`src/rtl/fetch_unit.sv`:
```
// Instruction fetch initiator: drives the word address into a registered-read
// instruction memory and loads the returned word into the IF/ID register.
// Latency: address on o_pc in cycle n, data on i_inst in n+1, IF/ID valid in n+2.
// Backpressure: i_stall holds pc and IF/ID; the in-flight word parks in a
// one-entry skid buffer so the first unstalled edge delivers with no bubble.
//
// Ports:
//   i_clk, i_rst          clock, synchronous active-high reset
//   o_pc                  word address presented to instruction memory
//   i_inst                memory read data for the address of the previous edge
//   i_stall               ID cannot accept an instruction this edge
//   i_redirect/_pc        taken branch/jump from EX; flush and refetch at target
//   o_if_inst/_pc/_valid  IF/ID pipeline register
//   o_if_count            number of instructions handed to ID (wraps at 2^32)
//
// MEM_DEPTH must be a power of two; all addresses are kept modulo MEM_DEPTH.
module fetch_unit #(
    parameter int unsigned RESET_PC  = 0,
    parameter int unsigned MEM_DEPTH = 128
) (
    input  logic        i_clk,
    input  logic        i_rst,
    output logic [31:0] o_pc,
    input  logic [31:0] i_inst,
    input  logic        i_stall,
    input  logic        i_redirect,
    input  logic [31:0] i_redirect_pc,
    output logic [31:0] o_if_inst,
    output logic [31:0] o_if_pc,
    output logic        o_if_valid,
    output logic [31:0] o_if_count
);

    localparam logic [31:0] PC_MASK  = 32'(MEM_DEPTH - 1);
    localparam logic [31:0] PC_RESET = 32'(RESET_PC);

    // Address presented to memory this cycle
    logic [31:0] r_pc;
    // Address presented at the previous edge; its data is on i_inst now
    logic [31:0] r_req_pc;
    logic        r_req_v;
    // One-entry skid buffer
    logic [31:0] r_sk_inst;
    logic [31:0] r_sk_pc;
    logic        r_sk_v;
    // IF/ID register
    logic [31:0] r_if_inst;
    logic [31:0] r_if_pc;
    logic        r_if_valid;
    logic [31:0] r_if_count;

    logic [31:0] w_pc_inc;
    logic [31:0] w_redirect_pc;

    assign w_pc_inc      = (r_pc + 32'd1) & PC_MASK;
    assign w_redirect_pc = i_redirect_pc & PC_MASK;

    always_ff @(posedge i_clk) begin
        r_req_pc <= r_pc;
        if (i_rst) begin
            r_pc       <= PC_RESET;
            r_req_v    <= 1'b0;
            r_sk_v     <= 1'b0;
            r_if_valid <= 1'b0;
            r_if_inst  <= 32'd0;
            r_if_pc    <= 32'd0;
            r_if_count <= 32'd0;
        end else if (i_redirect) begin
            // The word in flight belongs to the wrong path, as does any skid entry.
            r_pc       <= w_redirect_pc;
            r_req_v    <= 1'b0;
            r_sk_v     <= 1'b0;
            r_if_valid <= 1'b0;
        end else if (i_stall) begin
            r_req_v <= 1'b1;
            // With pc held, memory re-reads the same word next cycle, so once
            // the skid is full the returning word can simply be dropped.
            if (r_req_v && !r_sk_v) begin
                r_sk_inst <= i_inst;
                r_sk_pc   <= r_req_pc;
                r_sk_v    <= 1'b1;
            end
        end else begin
            r_req_v <= 1'b1;
            r_pc    <= w_pc_inc;
            if (r_sk_v) begin
                // The skid holds the older word; the word now on i_inst is the
                // one pc pointed at during the stall and gets refetched.
                r_if_inst  <= r_sk_inst;
                r_if_pc    <= r_sk_pc;
                r_if_valid <= 1'b1;
                r_sk_v     <= 1'b0;
                r_if_count <= r_if_count + 32'd1;
            end else begin
                r_if_inst  <= i_inst;
                r_if_pc    <= r_req_pc;
                r_if_valid <= r_req_v;
                if (r_req_v) begin
                    r_if_count <= r_if_count + 32'd1;
                end
            end
        end
    end

    assign o_pc       = r_pc;
    assign o_if_inst  = r_if_inst;
    assign o_if_pc    = r_if_pc;
    assign o_if_valid = r_if_valid;
    assign o_if_count = r_if_count;

endmodule
```
`config.mk`:
```
export PLATFORM = sky130hd
export DESIGN_NAME = fetch_unit
export DESIGN_NICKNAME = d
export VERILOG_FILES = /design/src/rtl/fetch_unit.sv
export SDC_FILE = /design/constraint.sdc
export NUM_CORES = 1
export LEC_CHECK = 0
export ABC_AREA = 1
export CAP_MARGIN = 15
export CORE_ASPECT_RATIO = 1.25
export CORE_MARGIN = 3
export CORE_UTILIZATION = 46
export CTS_BUF_LIST = sky130_fd_sc_hd__clkbuf_4 sky130_fd_sc_hd__clkbuf_8
export DETAILED_ROUTE_END_ITERATION = 12
export PLACE_DENSITY = 0.91
export SETUP_SLACK_MARGIN = 0.02
export SYNTH_ARGS = -nofsm -noshare
export SYNTH_HDL_FRONTEND = slang
export SYNTH_SLANG_ARGS = --single-unit
```
`constraint.sdc`:
```
create_clock -name i_clk -period 4.85 [get_ports i_clk]
set_clock_uncertainty 0.2 [all_clocks]
set_input_delay 0.485 -clock i_clk [delete_from_list [all_inputs] [get_ports i_clk]]
set_output_delay 0.485 -clock i_clk [all_outputs]
set_load 0.05 [all_outputs]
```
**Yosys cells after proc, flatten, opt, wreduce, memory -nomap -nowiden**

Index checks and enable logic that the tools add are counted.

- Bits in registers: 152
- Input bits: 68
- Output and inout bits: 129
- Word-level logic and storage cells: 32

- Add/subtract/negate cells: 2
- Eq/ne operators: 1
- Muxes and demuxes: 8
- Bitwise gates (word level): 3
- Reduce and logical (&&, ||, !) cells: 8

Operators with widths:

| kind | count |
|---|---|
| two-way mux 32 bit | 3 |
| adder 32 x 1 -> 32 bit (second input constant) | 1 |
| two-way mux 7 bit | 3 |
| adder 7 x 1 -> 7 bit (second input constant) | 1 |
| AND reduction 4 bit | 1 |
| NOT 1 bit | 3 |
| AND reduction 3 bit | 1 |
| OR reduction 3 bit | 1 |
| two-way mux 1 bit | 2 |
| inequality test 2 x 1 -> 1 bit (second input constant) | 1 |
| AND reduction 2 bit | 1 |
| nonzero test 2 bit | 1 |
| OR reduction 2 bit | 1 |
| logical AND 1 bit | 1 |
| zero test 1 bit | 1 |

**Longest topological paths before layout**

Gate-level depths: netlist of run 1.

- Word-level depth: 3
- Depth in mapped cells: 10
- Gate-level depth less buffers: 9

**Least setup slack after synthesis of run 1**

Ideal clock, no wire load.

- Path type: reg-to-reg
- Start: register r_sk_v
- End: register r_sk_inst[0] (enable)
- Setup time: 0.435 ns
- Arrival time: 2.529 ns
- Required time: 4.215 ns
- Setup slack: 1.686 ns
- Cell stages (with the launch flop): 6
- Buffers on the path: 2
- Path through: dfxtp_1 > clkbuf_2 > inv_1 > clkbuf_1 > nand2_1 > nor2_1

- Cells in the longest elaborated chain, start to end: 3

RTL lines:

| what | RTL line | text |
|---|---|---|
| start, declared | 45 | `logic r_sk_v;` |
| start signal, assigned | 63 | `r_sk_v <= 1'b0;` |
| start signal, assigned | 72 | `r_sk_v <= 1'b0;` |
| start signal, assigned | 81 | `r_sk_v <= 1'b1;` |
| zero test 1 bit | 78 | `if (r_req_v && !r_sk_v) begin` |
| logical AND 1 bit | 78 |  |
| AND reduction 4 bit (no line) | - |  |
| end signal, assigned | 79 | `r_sk_inst <= i_inst;` |
| end, declared | 43 | `logic [31:0] r_sk_inst;` |

No other way between the ends.
A chain may end at the register's enable or synchronous reset.

==> impl_metrics.env, run 1 <==
export IMPL_ys_seq_elements=127
export IMPL_setup_tns_ns=0
export IMPL_crit_fanout=31
export IMPL_clock_sinks=127
export IMPL_clockBufferDepth=2
export IMPL_numPortBuffers=121
export IMPL_synth_cell_type_count=31
export IMPL_ios=197
export IMPL_crit_slowest_cell="inv_1"
export IMPL_die_y_um=128.8
export IMPL_grt_antenna_before_repair=0
export IMPL_outcome="completed"
export IMPL_cp_arrival_ns=2.99
export IMPL_core_area_um2=11730
export IMPL_cpPeakStageDelay_ns=0.92
export IMPL_crit_path_end_kind="flop"
export IMPL_grt_usage_pct=19.93
export IMPL_gp_congestion=0.8501
export IMPL_grt_max_degree=45
export IMPL_critPathKind="in2reg"
export IMPL_dpl_cell_area_um2=6674
export IMPL_synth_area_per_cell_um2=8.415
export IMPL_tightest_slew_ns=0.9604
export IMPL_htree_levels=4
export IMPL_maxSlewViolCount=0
export IMPL_grt_ovfl_total=0
export IMPL_setup_violations=0
export IMPL_fin_crit_ns=2.830
export IMPL_p_total_mw=2.461
export IMPL_final_hold_viol_count=0
export IMPL_vias=4731
export IMPL_viasPerCell=4.991
export IMPL_first_pass_iters=5
export IMPL_core_rowCount=44
export IMPL_hold_buffers=0
export IMPL_cts_reportedPaths_clkPinSlew_ns=0.08
export IMPL_p_per_area_nw_per_um2=346.1
export IMPL_drtIter0Drc=240
export IMPL_wl_per_cell_um=14.30
export IMPL_syn_inst=659
export IMPL_ir_drop_uv=163.4
export IMPL_grt_pass1_vias=4373
export IMPL_tritoncts="built"
export IMPL_postCtsSetupRepairBufs=0
export IMPL_cap_violations=0
export IMPL_die_area_um2=13420
export IMPL_cts_resized=0
export IMPL_dp_hpwl_mm=9.083
export IMPL_nNetsFinal=844
export IMPL_antenna_left=0
export IMPL_start_util_pct=47.29
export IMPL_rsz0062_at_grt="no"
export IMPL_grt_pass1_wl_mm=21.58
export IMPL_die_w_um=104.2
export IMPL_area_growth_pct=28.25
export IMPL_place_ws_ns=1.547
export IMPL_synth_seq_area_share_pct=52.89
export IMPL_post_route_period_util_pct=58.34
export IMPL_required_ns=5.01
export IMPL_fmax_ghz=0.3534
export IMPL_synth_area_um2=5545
export IMPL_slew_headroom_pct=35.90
export IMPL_design_area_um2=7112
export IMPL_n_fill_cell=977
export IMPL_clock_latency_ns=0.43
export IMPL_setup_ws_ns=2.020
export IMPL_cts_buffers=17
export IMPL_leakagePower_nw=2.592
export IMPL_path_cells="clkdlybuf4s50_1 > inv_1 > buf_4 > o21ai_0 > a21oi_1"
export IMPL_drive_gt1_share_pct=6.480
export IMPL_yosysWarnings=0
export IMPL_critPathLaunchType="primary input"
export IMPL_clockRootBuffer="clkbuf_8"
export IMPL_diodes=0
export IMPL_hp_class="reg2reg"
export IMPL_wirelength_mm=13.56
export IMPL_drc=0
[cell families (layout without fill, tap and decap cells)]
| kind of cell | count (synthesis) | count (layout) | share of synthesized area, % |
|---|---|---|---|
| simple gates | 232 | 232 | 18.14 |
| other cells | 1 | 50 | 0.06762 |
| flops | 127 | 127 | 52.89 |
| buf+inv | 125 | 204 | 12.18 |
| fa+ha+maj | 2 | 2 | 0.4512 |
| compound gates | 166 | 166 | 15.32 |
| xor+xnor | 6 | 6 | 0.9476 |
[report_power, final]
group	leakage (nW)	internal, mW	switching [mW]
Combinational	1.31	0.0966	0.252
Sequential	1.08	1.13	0.0220
Clock	0.204	0.516	0.448
Total	2.59	1.74	0.722
[metal layers]
metal | GRT usage [%] | routed length, um | vias to the layer above
met4 | 6.729 | 153 | 0
li1 | - | - | 2320
met1 | 23.81 | 5391 | 2181
met5 | 0 | 0 | -
met2 | 34.67 | 6971 | 213
met3 | 5.770 | 1044 | 17
[stage by stage]
step / std cells / hold WS (ns) / util (%)
global route: 948 / 0.1889 / 60.65
global placement: 915 / 0.1585 / 56.91
floorplan: 708 / 0.2086 / -
CTS: 947 / 0.1808 / 60.48
detailed placement: 915 / 0.1633 / 56.91
finish: 948 / 0.1787 / 60.65
[state kept, by name, summed over array words and instances, names as in the netlist]
| signal | cells |
|---|---|
| r_sk_pc | 7 |
| r_sk_v | 1 |
| r_sk_inst | 32 |
| o_if_inst | 32 |
| o_if_pc | 7 |
| o_if_count | 32 |
| r_req_v | 1 |
| o_pc | 7 |
| o_if_valid | 1 |
| r_req_pc | 7 |
[synth_stat cells]
master / instances / share of area [%]
nand2_1: 118 / 8.0
a21oi_1: 96 / 8.7
dfxtp_1: 88 / 32
nor2_1: 61 / 4.1
o21ai_0: 58 / 5.2
buf_4: 52 / 7.0
inv_1: 45 / 3.0
edfxtp_1: 39 / 21
nand3_1: 29 / 2.6
clkbuf_1: 18 / 1.2
nand4_1: 7 / 0.79
a31oi_1: 6 / 0.68
xor2_1: 6 / 0.95
buf_1: 4 / 0.27
nor2_2: 4 / 0.45
nor2_4: 4 / 0.81
nor3_1: 4 / 0.36
o21bai_1: 3 / 0.41
buf_2: 2 / 0.18
ha_1: 2 / 0.45
inv_2: 2 / 0.14
o21ai_1: 2 / 0.18
a22o_1: 1 / 0.16
and2_1: 1 / 0.11
buf_6: 1 / 0.20
clkbuf_2: 1 / 0.090
conb_1: 1 / 0.068
nand2_4: 1 / 0.20
nand3_2: 1 / 0.18
nor2_8: 1 / 0.36
nor3b_1: 1 / 0.14
[cell type report]
| type | count | area (um2) | share of cell area, % |
|---|---|---|---|
| clock buffers | 17 | 234.0 | 3.290 |
| multi-input cells | 456 | 2128 | 29.93 |
| well taps | 161 | 201.4 | 2.833 |
| inverters | 47 | 176.4 | 2.481 |
| clock inverters | 15 | 183.9 | 2.586 |
| repair buffers | 125 | 1254 | 17.63 |
| flip-flops and latches | 127 | 2934 | 41.26 |
[worst max-delay path, delay by kind of cell]
kind / cells / cell delay, ns
compound gates: 2 / 0.31
buf+inv: 3 / 2.16
[final timing paths]
kind	slack [ns]	to	start	cells past startpoint
min reg2reg	0.18	r_req_pc[6]$_DFF_P_	o_pc[6]$_SDFFE_PP0P_	0
min	0.18	r_req_pc[6]$_DFF_P_	o_pc[6]$_SDFFE_PP0P_	0
max reg2reg	2.60	o_if_count[12]$_SDFFE_PP0P_	r_sk_v$_SDFFE_PP0N_	6
max	2.02	o_if_inst[16]$_SDFFE_PP0P_	i_rst	5
[layout by cell type (no fill, tap or decap), types with 3 or more instances in the layout]
| cell type | Yosys | layout |
|---|---|---|
| a21oi_1 | 96 | 96 |
| a31oi_1 | 6 | 6 |
| buf_4 | 52 | 3 |
| bufinv_16 | 0 | 3 |
| clkbuf_8 | 0 | 17 |
| clkdlybuf4s50_1 | 0 | 121 |
| clkinvlp_4 | 0 | 3 |
| conb_1 | 1 | 50 |
| dfxtp_1 | 88 | 87 |
| edfxtp_1 | 39 | 39 |
| inv_1 | 45 | 45 |
| inv_6 | 0 | 5 |
| nand2_1 | 118 | 118 |
| nand3_1 | 29 | 29 |
| nand4_1 | 7 | 7 |
| nor2_1 | 61 | 60 |
| nor2_2 | 4 | 4 |
| nor2_4 | 4 | 5 |
| nor3_1 | 4 | 4 |
| o21ai_0 | 58 | 58 |
| o21bai_1 | 3 | 3 |
| xor2_1 | 6 | 6 |
Note: power is estimated with default switching activity, not from simulation.
==> run 2, diff against run 1 <==
==> constraint.sdc (replaced) <==
create_clock -name i_clk -period 2.65 [get_ports i_clk]
set_clock_uncertainty 0.2 [all_clocks]
set_input_delay 0.265 -clock i_clk [delete_from_list [all_inputs] [get_ports i_clk]]
set_output_delay 0.265 -clock i_clk [all_outputs]
set_load 0.05 [all_outputs]
==> run 2 against run 1 <==
Effect of this change: sequential share of layout area fell by 0.19 points; via count fell by 0.11%; utilization rose by 0.28 points; critical path depth fell by 4; power rose by 79%; highest routed layer unchanged.
==> impl_metrics.env, run 2 (synthesis results as in run 1) <==
export IMPL_diodes=0
export IMPL_rsz0062_at_grt="no"
export IMPL_n_fill_cell=996
export IMPL_final_hold_viol_count=0
export IMPL_crit_fanout=6
export IMPL_grt_usage_pct=20.46
export IMPL_outcome="completed"
export IMPL_clock_latency_ns=0.42
export IMPL_gp_congestion=0.8925
export IMPL_numPortBuffers=121
export IMPL_cts_buffers=17
export IMPL_cts_reportedPaths_clkPinSlew_ns=0.08
export IMPL_grt_ovfl_total=0
export IMPL_postCtsSetupRepairBufs=0
export IMPL_critPathTopFamily="buffers and inverters"
export IMPL_slew_headroom_pct=62.79
export IMPL_antenna_left=0
export IMPL_cap_violations=0
export IMPL_hold_buffers=0
export IMPL_crit_buf_inv=1
export IMPL_clkPwrFrac_pct=37.6
export IMPL_tightest_slew_ns=0.5565
export IMPL_clockRootBuffer="clkbuf_8"
export IMPL_nNetsFinal=850
export IMPL_hp_class="reg2reg"
export IMPL_clock_sinks=127
export IMPL_p_switching_mw=1.310
export IMPL_final_cell_mix="clkdlybuf4s50_1 (121), nand2_1 (118), a21oi_1 (96)"
export IMPL_core_rowCount=44
export IMPL_setup_tns_ns=0
export IMPL_maxSlewViolCount=0
export IMPL_wirelength_mm=13.51
export IMPL_post_route_period_util_pct=84.25
export IMPL_fin_util_pct=60.93
export IMPL_start_util_pct=47.29
export IMPL_path_cells="clkdlybuf4s50_1"
export IMPL_setup_violations=0
export IMPL_required_ns=2.18
export IMPL_fin_crit_ns=2.233
export IMPL_p_sw_share_pct=29.76
export IMPL_dp_hpwl_mm=9.206
export IMPL_critPathKind="reg2out"
export IMPL_combPwrFrac_pct=14.7
export IMPL_leakagePower_nw=2.616
export IMPL_ir_drop_uv=278.3
export IMPL_pwr_share_seq_pct=47.7
export IMPL_grt_max_degree=44
export IMPL_vias=4726
export IMPL_first_pass_iters=5
export IMPL_grt_pass1_vias=4638
export IMPL_area_growth_pct=28.84
export IMPL_crit_path_end_kind="primary output"
export IMPL_critPathLaunchType="flop"
export IMPL_die_y_um=128.8
export IMPL_crit_slowest_cell="clkdlybuf4s50_1"
export IMPL_die_w_um=104.2
export IMPL_grt_antenna_before_repair=0
export IMPL_hold_slack_ns=0.1655
export IMPL_drtIter0Drc=265
export IMPL_die_area_um2=13420
export IMPL_fmax_ghz=0.4479
export IMPL_cts_resized=0
export IMPL_htree_levels=4
export IMPL_mostFrequentLayoutCell="clkdlybuf4s50_1"
export IMPL_wl_per_cell_um=14.17
export IMPL_drc=0
export IMPL_viasPerCell=4.954
export IMPL_p_per_area_nw_per_um2=616.1
export IMPL_ios=197
export IMPL_cp_arrival_ns=1.77
export IMPL_grt_pass1_wl_mm=22.16
export IMPL_tritoncts="built"
export IMPL_drive_gt1_share_pct=7.062
export IMPL_cpPeakStageDelay_ns=0.87
export IMPL_core_area_um2=11730
export IMPL_clockBufferDepth=2
export IMPL_power_internal_mw=3.092
==> run 2: layout make-up <==
cell class | instances | area [um2] | share of cell area (%)
flip-flops and latches | 127 | 2934 | 41.07
multi-input cells | 456 | 2128 | 29.79
repair buffers | 131 | 1311 | 18.35
clock buffers | 17 | 234.0 | 3.275
well taps | 161 | 201.4 | 2.820
inverters | 47 | 176.4 | 2.469
clock inverters | 15 | 158.9 | 2.224
==> run 2: path summary, 6_finish.rpt <==
check,startpoint,slack [ns],end,depth (start not counted)
worst min-delay path,o_pc[6]$_SDFFE_PP0P_,0.17,r_req_pc[6]$_DFF_P_,0
worst max-delay path,o_pc[0]$_SDFFE_PP0P_,0.42,o_pc[0],1
worst min register to register,o_pc[6]$_SDFFE_PP0P_,0.17,r_req_pc[6]$_DFF_P_,0
worst max register to register,o_if_count[0]$_SDFFE_PP0P_,0.65,o_if_count[30]$_SDFFE_PP0P_,8
==> run 2: power groups by stage <==
stage | combinational [mW] | clock [mW] | sequential [mW]
final | 0.648 | 1.65 | 2.10
after global routing | 0.685 | 1.77 | 2.11
after CTS | 0.649 | 1.69 | 2.10
after detailed placement | 0.646 | 0 | 2.14
after global placement | 0.640 | 0 | 2.14
after floorplan | 0.333 | 0 | 2.30
==> run 2: per-layer routing <==
metal  wire [um]  vias to the layer above  track usage, %
met1        5628                     2193           23.21
met5           0                        -               0
li1            -                     2339               -
met2        6743                      176           36.24
met3         899                       18           6.121
met4         243                        0           8.294
==> run 2: metrics by stage <==
step	cells	setup slack, ns	power, mW	instance area, um2
5_1_grt	954	0.3615	4.565	7144
3_3_place_gp	922	0.5118	2.780	6751
4_1_cts	954	0.3972	4.435	7144
6_report	954	0.4175	4.402	7144
3_5_place_dp	922	0.4583	2.789	6751
2_1_floorplan	708	0.1102	2.636	5732
